## src/rtl/display_pkg.sv

```systemverilog
// Shared constants for the multiplexed 7-segment display path: glyphs, scan states, anode idle value.
package display_pkg;

  // Segment order is {g,f,e,d,c,b,a}. All values are active-low.
  localparam logic [6:0] SEG_0    = 7'b1000000;
  localparam logic [6:0] SEG_1    = 7'b1111001;
  localparam logic [6:0] SEG_2    = 7'b0100100;
  localparam logic [6:0] SEG_3    = 7'b0110000;
  localparam logic [6:0] SEG_4    = 7'b0011001;
  localparam logic [6:0] SEG_5    = 7'b0010010;
  localparam logic [6:0] SEG_6    = 7'b0000010;
  localparam logic [6:0] SEG_7    = 7'b1111000;
  localparam logic [6:0] SEG_8    = 7'b0000000;
  localparam logic [6:0] SEG_9    = 7'b0010000;
  localparam logic [6:0] SEG_DASH = 7'b0111111;
  localparam logic [6:0] SEG_OFF  = 7'b1111111;

  localparam logic [3:0] AN_OFF = 4'b1111;

  typedef enum logic [1:0] {
    D0 = 2'd0,
    D1 = 2'd1,
    D2 = 2'd2,
    D3 = 2'd3
  } scan_t;

endpackage

```

## src/rtl/bcd_a_7seg.sv

```systemverilog
// Combinational BCD to active-low 7-segment glyph decoder; codes A-F show a dash.
module bcd_a_7seg
  import display_pkg::*;
(
  input  logic [3:0] digit,
  output logic [6:0] seg
);

  always_comb begin
    seg = SEG_DASH;
    case (digit)
      4'd0: seg = SEG_0;
      4'd1: seg = SEG_1;
      4'd2: seg = SEG_2;
      4'd3: seg = SEG_3;
      4'd4: seg = SEG_4;
      4'd5: seg = SEG_5;
      4'd6: seg = SEG_6;
      4'd7: seg = SEG_7;
      4'd8: seg = SEG_8;
      4'd9: seg = SEG_9;
      default: seg = SEG_DASH;
    endcase
  end

endmodule

```

## src/rtl/display_bcd_mux.sv

```systemverilog
// 4-digit multiplexed 7-segment driver: per-frame input snapshot, leading-zero blanking,
// registered segment/anode/dp outputs and a frame boundary pulse.
module display_bcd_mux
  import display_pkg::*;
#(
  parameter int REFRESH_DIV = 50000,
  parameter int CNT_W       = 16,
  parameter bit BLANK_LZ    = 1'b1
) (
  input  logic        clk,
  input  logic        rst,
  input  logic [11:0] sal,
  input  logic [3:0]  sal_aux,
  input  logic [3:0]  dp_sel,
  output logic [6:0]  seg,
  output logic [3:0]  an,
  output logic        dp,
  output logic        frame_tick
);

  localparam logic [CNT_W-1:0] TC_VAL = CNT_W'(REFRESH_DIV - 1);

  logic [CNT_W-1:0] cnt;
  scan_t            idx;
  scan_t            idx_next;
  logic [15:0]      snap;
  logic             load_pend;
  logic             tc;
  logic             boundary;
  logic [3:0]       dig;
  logic [6:0]       glyph;
  logic [3:0]       blank;

  // The scan is frozen while the post-reset load is pending so D0 gets a full dwell.
  assign tc       = (cnt == TC_VAL);
  assign boundary = !load_pend && tc && (idx == D3);

  always_comb begin
    idx_next = idx;
    if (!load_pend && tc) begin
      case (idx)
        D0:      idx_next = D1;
        D1:      idx_next = D2;
        D2:      idx_next = D3;
        default: idx_next = D0;
      endcase
    end
  end

  always_ff @(posedge clk) begin
    if (rst) begin
      idx <= D0;
    end else begin
      idx <= idx_next;
    end
  end

  always_ff @(posedge clk) begin
    if (rst) begin
      cnt       <= '0;
      snap      <= '0;
      load_pend <= 1'b1;
    end else if (load_pend) begin
      snap      <= {sal_aux, sal};
      load_pend <= 1'b0;
    end else begin
      cnt <= tc ? '0 : cnt + 1'b1;
      if (boundary) begin
        snap <= {sal_aux, sal};
      end
    end
  end

  assign dig = snap[{idx, 2'b00} +: 4];

  bcd_a_7seg u_dec (
    .digit (dig),
    .seg   (glyph)
  );

  // A blank propagates rightwards only through zero codes; a dash is non-zero and stops it.
  always_comb begin
    blank    = 4'b0000;
    blank[3] = BLANK_LZ && (snap[15:12] == 4'd0);
    blank[2] = blank[3] && (snap[11:8] == 4'd0);
    blank[1] = blank[2] && (snap[7:4] == 4'd0);
  end

  always_ff @(posedge clk) begin
    if (rst) begin
      an         <= AN_OFF;
      seg        <= SEG_OFF;
      dp         <= 1'b1;
      frame_tick <= 1'b0;
    end else begin
      frame_tick <= boundary;
      if (load_pend || blank[idx]) begin
        an  <= AN_OFF;
        seg <= SEG_OFF;
        dp  <= 1'b1;
      end else begin
        an  <= ~(4'b0001 << idx);
        seg <= glyph;
        dp  <= ~dp_sel[idx];
      end
    end
  end

endmodule

```

## config.mk

```make
export PLATFORM = sky130hd
export DESIGN_NAME = display_bcd_mux
export DESIGN_NICKNAME = d
export VERILOG_FILES = /design/src/rtl/display_pkg.sv /design/src/rtl/bcd_a_7seg.sv /design/src/rtl/display_bcd_mux.sv
export SDC_FILE = /design/constraint.sdc
export NUM_CORES = 1
export LEC_CHECK = 0
export CAP_MARGIN = 20
export CORE_MARGIN = 5
export CORE_UTILIZATION = 45
export CTS_BUF_LIST = sky130_fd_sc_hd__clkbuf_4 sky130_fd_sc_hd__clkbuf_8
export DETAILED_ROUTE_END_ITERATION = 7
export GPL_ROUTABILITY_DRIVEN = 0
export GPL_TIMING_DRIVEN = 0
export PLACE_DENSITY = 0.67
export SLEW_MARGIN = 0
export SYNTH_ARGS = -nofsm -noshare
export SYNTH_HDL_FRONTEND = slang
export SYNTH_SLANG_ARGS = --single-unit
```

## constraint.sdc

```tcl
create_clock -name clk -period 5.8 [get_ports clk]
set_input_delay 0.58 -clock clk [delete_from_list [all_inputs] [get_ports clk]]
set_output_delay 0.58 -clock clk [all_outputs]
set_load 0.005 [all_outputs]
```

After elaboration in Yosys (flattened, before gate mapping)

Memory sizes are Yosys's and may differ from the RTL's. A register that Yosys moved wholly into a read port is not among the register bits.
Index checks and enable logic that the tools add are counted.

Mux-type cells: 9
Shifts and indexed selects: 2
Reduce and logical (&&, ||, !) cells: 12
Eq/ne operators: 4
Bitwise logic cells: 2
Add/subtract/negate cells: 1
Magnitude comparators: 1

Operators with widths:

| operator                | number |
|---|---|
| $mux W16                | 3 |
| $add A16 B1 Y16 const B | 1 |
| $eq A16 B16 Y1 const B  | 1 |
| $shiftx A16 B5 Y4       | 1 |
| $logic_not A4 Y1        | 3 |
| $pmux W2 S3             | 1 |
| $bmux W1 S2             | 2 |
| $eq A2 B2 Y1 const B    | 2 |
| $logic_and A1 B1 Y1     | 4 |
| $not A4 Y4              | 1 |
| $shl A1 B2 Y4 const A   | 1 |
| $lt A2 B3 Y1 const B    | 1 |
| $mux W1                 | 3 |
| $eq A2 B1 Y1 const B    | 1 |
| $logic_not A2 Y1        | 1 |
| $reduce_bool A2 Y1      | 1 |
| $reduce_or A2 Y1        | 1 |
| $logic_not A1 Y1        | 1 |
| $logic_or A1 B1 Y1      | 1 |
| $not A1 Y1              | 1 |

Output and inout bits: 13
Register bits after elaboration: 41
Memories: 1
Memory bits (read-only): 112

Memories:

| memory           | words | bits a word | read ports | clocked after Yosys merged registers in | wr ports | line             | text |
|---|---|---|---|---|---|---|---|
| (name not given) | 16    | 7           | 1          | 1                                       | 0        | bcd_a_7seg.sv:11 | `case (digit)` |

Depth between registers and ports, before layout

Depth after elaboration: 7
Depth in mapped cells: 8
Gate-level depth less buffers: 7

Modules after synthesis

Synthesis repeated with hierarchy kept, for this count alone.

Cell total of the unflattened synthesis: 302
Area, all modules: 2567.5 sq um

Modules (own cells, without submodules):

| module          | sequential area each (sq um) | instances | cells an instance | area each (sq um) |
|---|---|---|---|---|
| display_bcd_mux | 960.9                        | 1         | 269               | 2362.3 |
| bcd_a_7seg      | 0.0                          | 1         | 33                | 205.2 |

Worst setup path before layout

Ideal clock, no wire load.

Kind: register to register
Start point: register idx[0]
End point: register seg[4]
Cell stages (with the launch flop): 9
Period minus slack after synthesis: 1.976 ns
Buffers on the path: 1
Data arrival time: 1.839 ns
Slack: 3.824 ns
Cells stage by stage: dfxtp_1 -> buf_2 -> mux4_2 -> inv_1 -> ha_1 -> inv_2 -> mux2_1 -> o21ai_1 -> nand3_1

Longest elaborated chain between the ends: 4

Ends and longest elaborated chain:

| element                       | line                  | text |
|---|---|---|
| from (decl)                   | display_bcd_mux.sv:24 | `scan_t idx;` |
| from (signal assigned)        | display_bcd_mux.sv:54 | `idx <= idx_next;` |
| $bmux W1 S2                   | display_bcd_mux.sv:97 | `if (load_pend \|\| blank[idx]) begin` |
| $mux W1 (implied by the code) | display_bcd_mux.sv:97 |  |
| $logic_or A1 B1 Y1            | display_bcd_mux.sv:97 |  |
| $reduce_or A2 Y1 (no line)    | -                     |  |
| to (decl)                     | display_bcd_mux.sv:15 | `output logic [6:0] seg,` |

Parallel ways exist; a longest one is shown, timed or not. The select of a mux whose other input is x is not followed.
A chain may end at the register's enable or synchronous reset.

==> impl_metrics.ini <==
[run_status]
status = finished, final reports clean

[final_layout]
fin_nets = 386
syn2layout_area_growth_pct = 19.60
fin_util_pct = 55.12
drive_above_1_share_pct = 7.606
diodes = 0

[die]
dieArea_um2 = 7681
row_count = 28
start_util_pct = 46.09
die_h_um = 87.64
fp.coreArea_um2 = 5886
dieWidth_um = 87.64
ios = 35

[setup_path]
critPathMaxFanout = 10
critPathArrivalTime_ns = 2.45
endpoint_kind = flip-flop
crit_path_start_kind = primary input
worstPathRequired_ns = 5.99
critPathKind = in -> reg

[power]
power_density_nw_per_um2 = 209.8
ir_worst_vdd_mv = 0.1175
p_leak_nw = 1.193

[sta]
fin_setup_tns_ns = 0
fin_crit_ns = 2.255
setup_viol = 0
finClkSkew_ns = 0.008545
max_freq_mhz = 443.4
maxSlewViolCount = 0
period_share_pct = 38.88
finalHoldViolCount = 0
worst_pin_slew_ns = 0.5578
slew_headroom_pct = 62.81
rsz0062_at_grt = false

[yosys]
avgSynthCellArea_um2 = 8.666
synthTopCellsByArea = dfxtp_1 (35%), nor4bb_1 (6.6%), nand2_1 (4.8%)
yosys-top-cells-count = dfxtp_1 (48), nand2_1 (35), nor2_1 (25), nor3_1 (20), nor4bb_1 (18)
synth_cells = 313
synth_edf_count = 0
yosys.area.top_type_share_pct = 35.42
ys_types = 42
yosys.area.top_type = dfxtp_1
synth_fp_nets = 345
synth-main-ff-cell = dfxtp_1
ys_ff_latch = 48
synth_seq_area_share_pct = 35.42
synth_area_um2 = 2713
ys_async_sr_fraction_pct = 0
synth.most_common_cell = dfxtp_1
ys_warn_count = 0

[cts]
post_cts_buffers = 0
clkTransAtPathRegs_ns = 0.09
cts_tree = done
postCtsHoldBufs = 0
cts.sinks = 48
ctsResizeCount = 0
htreeDepth = 2
numCtsBuffers = 5
cts_buffer_depth = 2
cts-root-buf = clkbuf_8
insertion_delay_ns = 0.31

[grt]
grt-ovfl-total = 0
grt_max_degree = 15
antenna_found_initial = 0
grt_pass1_vias = 2342
track_usage_pct = 18.69
grt_pass1_wl_um = 11390

[routing]
drc = 0
antenna_left = 0
wl_um = 6688
wire_per_inst_um = 15.55
detail_route.iter0.violations = 172
drt_pass1_iterations = 4
vias = 2412
via_per_inst = 5.609

[run]
cap_violations = 0

[placed_design]
port_buffers = 34
hpwl_um = 4797

[min_path]
hp-class = reg -> reg
==> metal layers <==
| layer | global-route usage [%] | vias up | wire length, µm |
|---|---|---|---|
| met1 | 23.55 | 1153 | 3000 |
| met5 | 0 | - | 0 |
| li1 | - | 1205 | - |
| met4 | 5.300 | 0 | 66 |
| met2 | 32.53 | 47 | 3282 |
| met3 | 3.481 | 7 | 338 |
==> layout make-up <==
class / count / area (µm²)
inverters: 7 / 26.28
multi-input cells: 234 / 1619
clock inverters: 1 / 7.507
clock buffers: 7 / 90.09
plain buffers: 24 / 106.4
well taps: 75 / 93.84
fillers: 570 / 2641
repair buffers: 34 / 340.3
flip-flops and latches: 48 / 960.9
==> through the flow <==
stage               hold WS [ns]  total power [W]  setup WS, ns  instances  area, µm²
detailed placement        0.4966        0.0004687         3.195        422       3147
global route              0.5470        0.0007151         3.328        430       3244
CTS                       0.5108        0.0006843         3.530        430       3244
floorplan                 0.4553        0.0004239         3.824        313       2713
global placement          0.4826        0.0004665         3.203        422       3147
finish                    0.5047        0.0006806         3.545        430       3244
==> flip-flops by register name, indices dropped and copies added (netlist names) <==
register	cells
idx	2
dp	1
snap	16
an	4
load_pend	1
frame_tick	1
cnt	16
seg	7
==> final timing paths <==
path            from  endpoint  slack [ns]  depth (start not counted)
min          cnt[15]   cnt[15]        0.50                          2
max              rst  snap[12]        3.54                          6
min reg2reg  cnt[15]   cnt[15]        0.50                          2
max reg2reg   idx[0]   snap[5]        3.67                          7
==> power by group <==
part | total [W] | internal [W] | switching (W)
sequential | 0.000361 | 0.000346 | 0.0000144
clock | 0.000219 | 0.000102 | 0.000117
combinational | 0.000101 | 0.0000534 | 0.0000475
==> worst max-delay path, cell delays in order <==
cell and delay (ns):
clkdlybuf4s50_1 0.47, buf_2 0.23, buf_2 0.26, buf_1 0.43
nor3_1 0.11, or3_1 0.36
==> cells in the final DEF (no fill, tap or decap), types with 7 or more instances in the layout <==
cell type / instances
ha_1: 10
nand2_1: 35
clkdlybuf4s50_1: 34
nor4bb_1: 18
clkbuf_1: 14
xnor2_1: 8
nand3_1: 10
dfxtp_1: 48
nand3b_1: 17
buf_2: 7
nor3_1: 20
nor2_1: 25
o21ai_0: 16
or3_1: 16
==> logic make-up after synthesis <==
family          synth area share, %
simple gates                  37.92
mux                           5.305
xor+xnor                      4.520
flops                         35.42
fa+ha+maj                     4.613
buf+inv                       4.889
compound gates                7.334
Power figures use the tool's default switching activity.
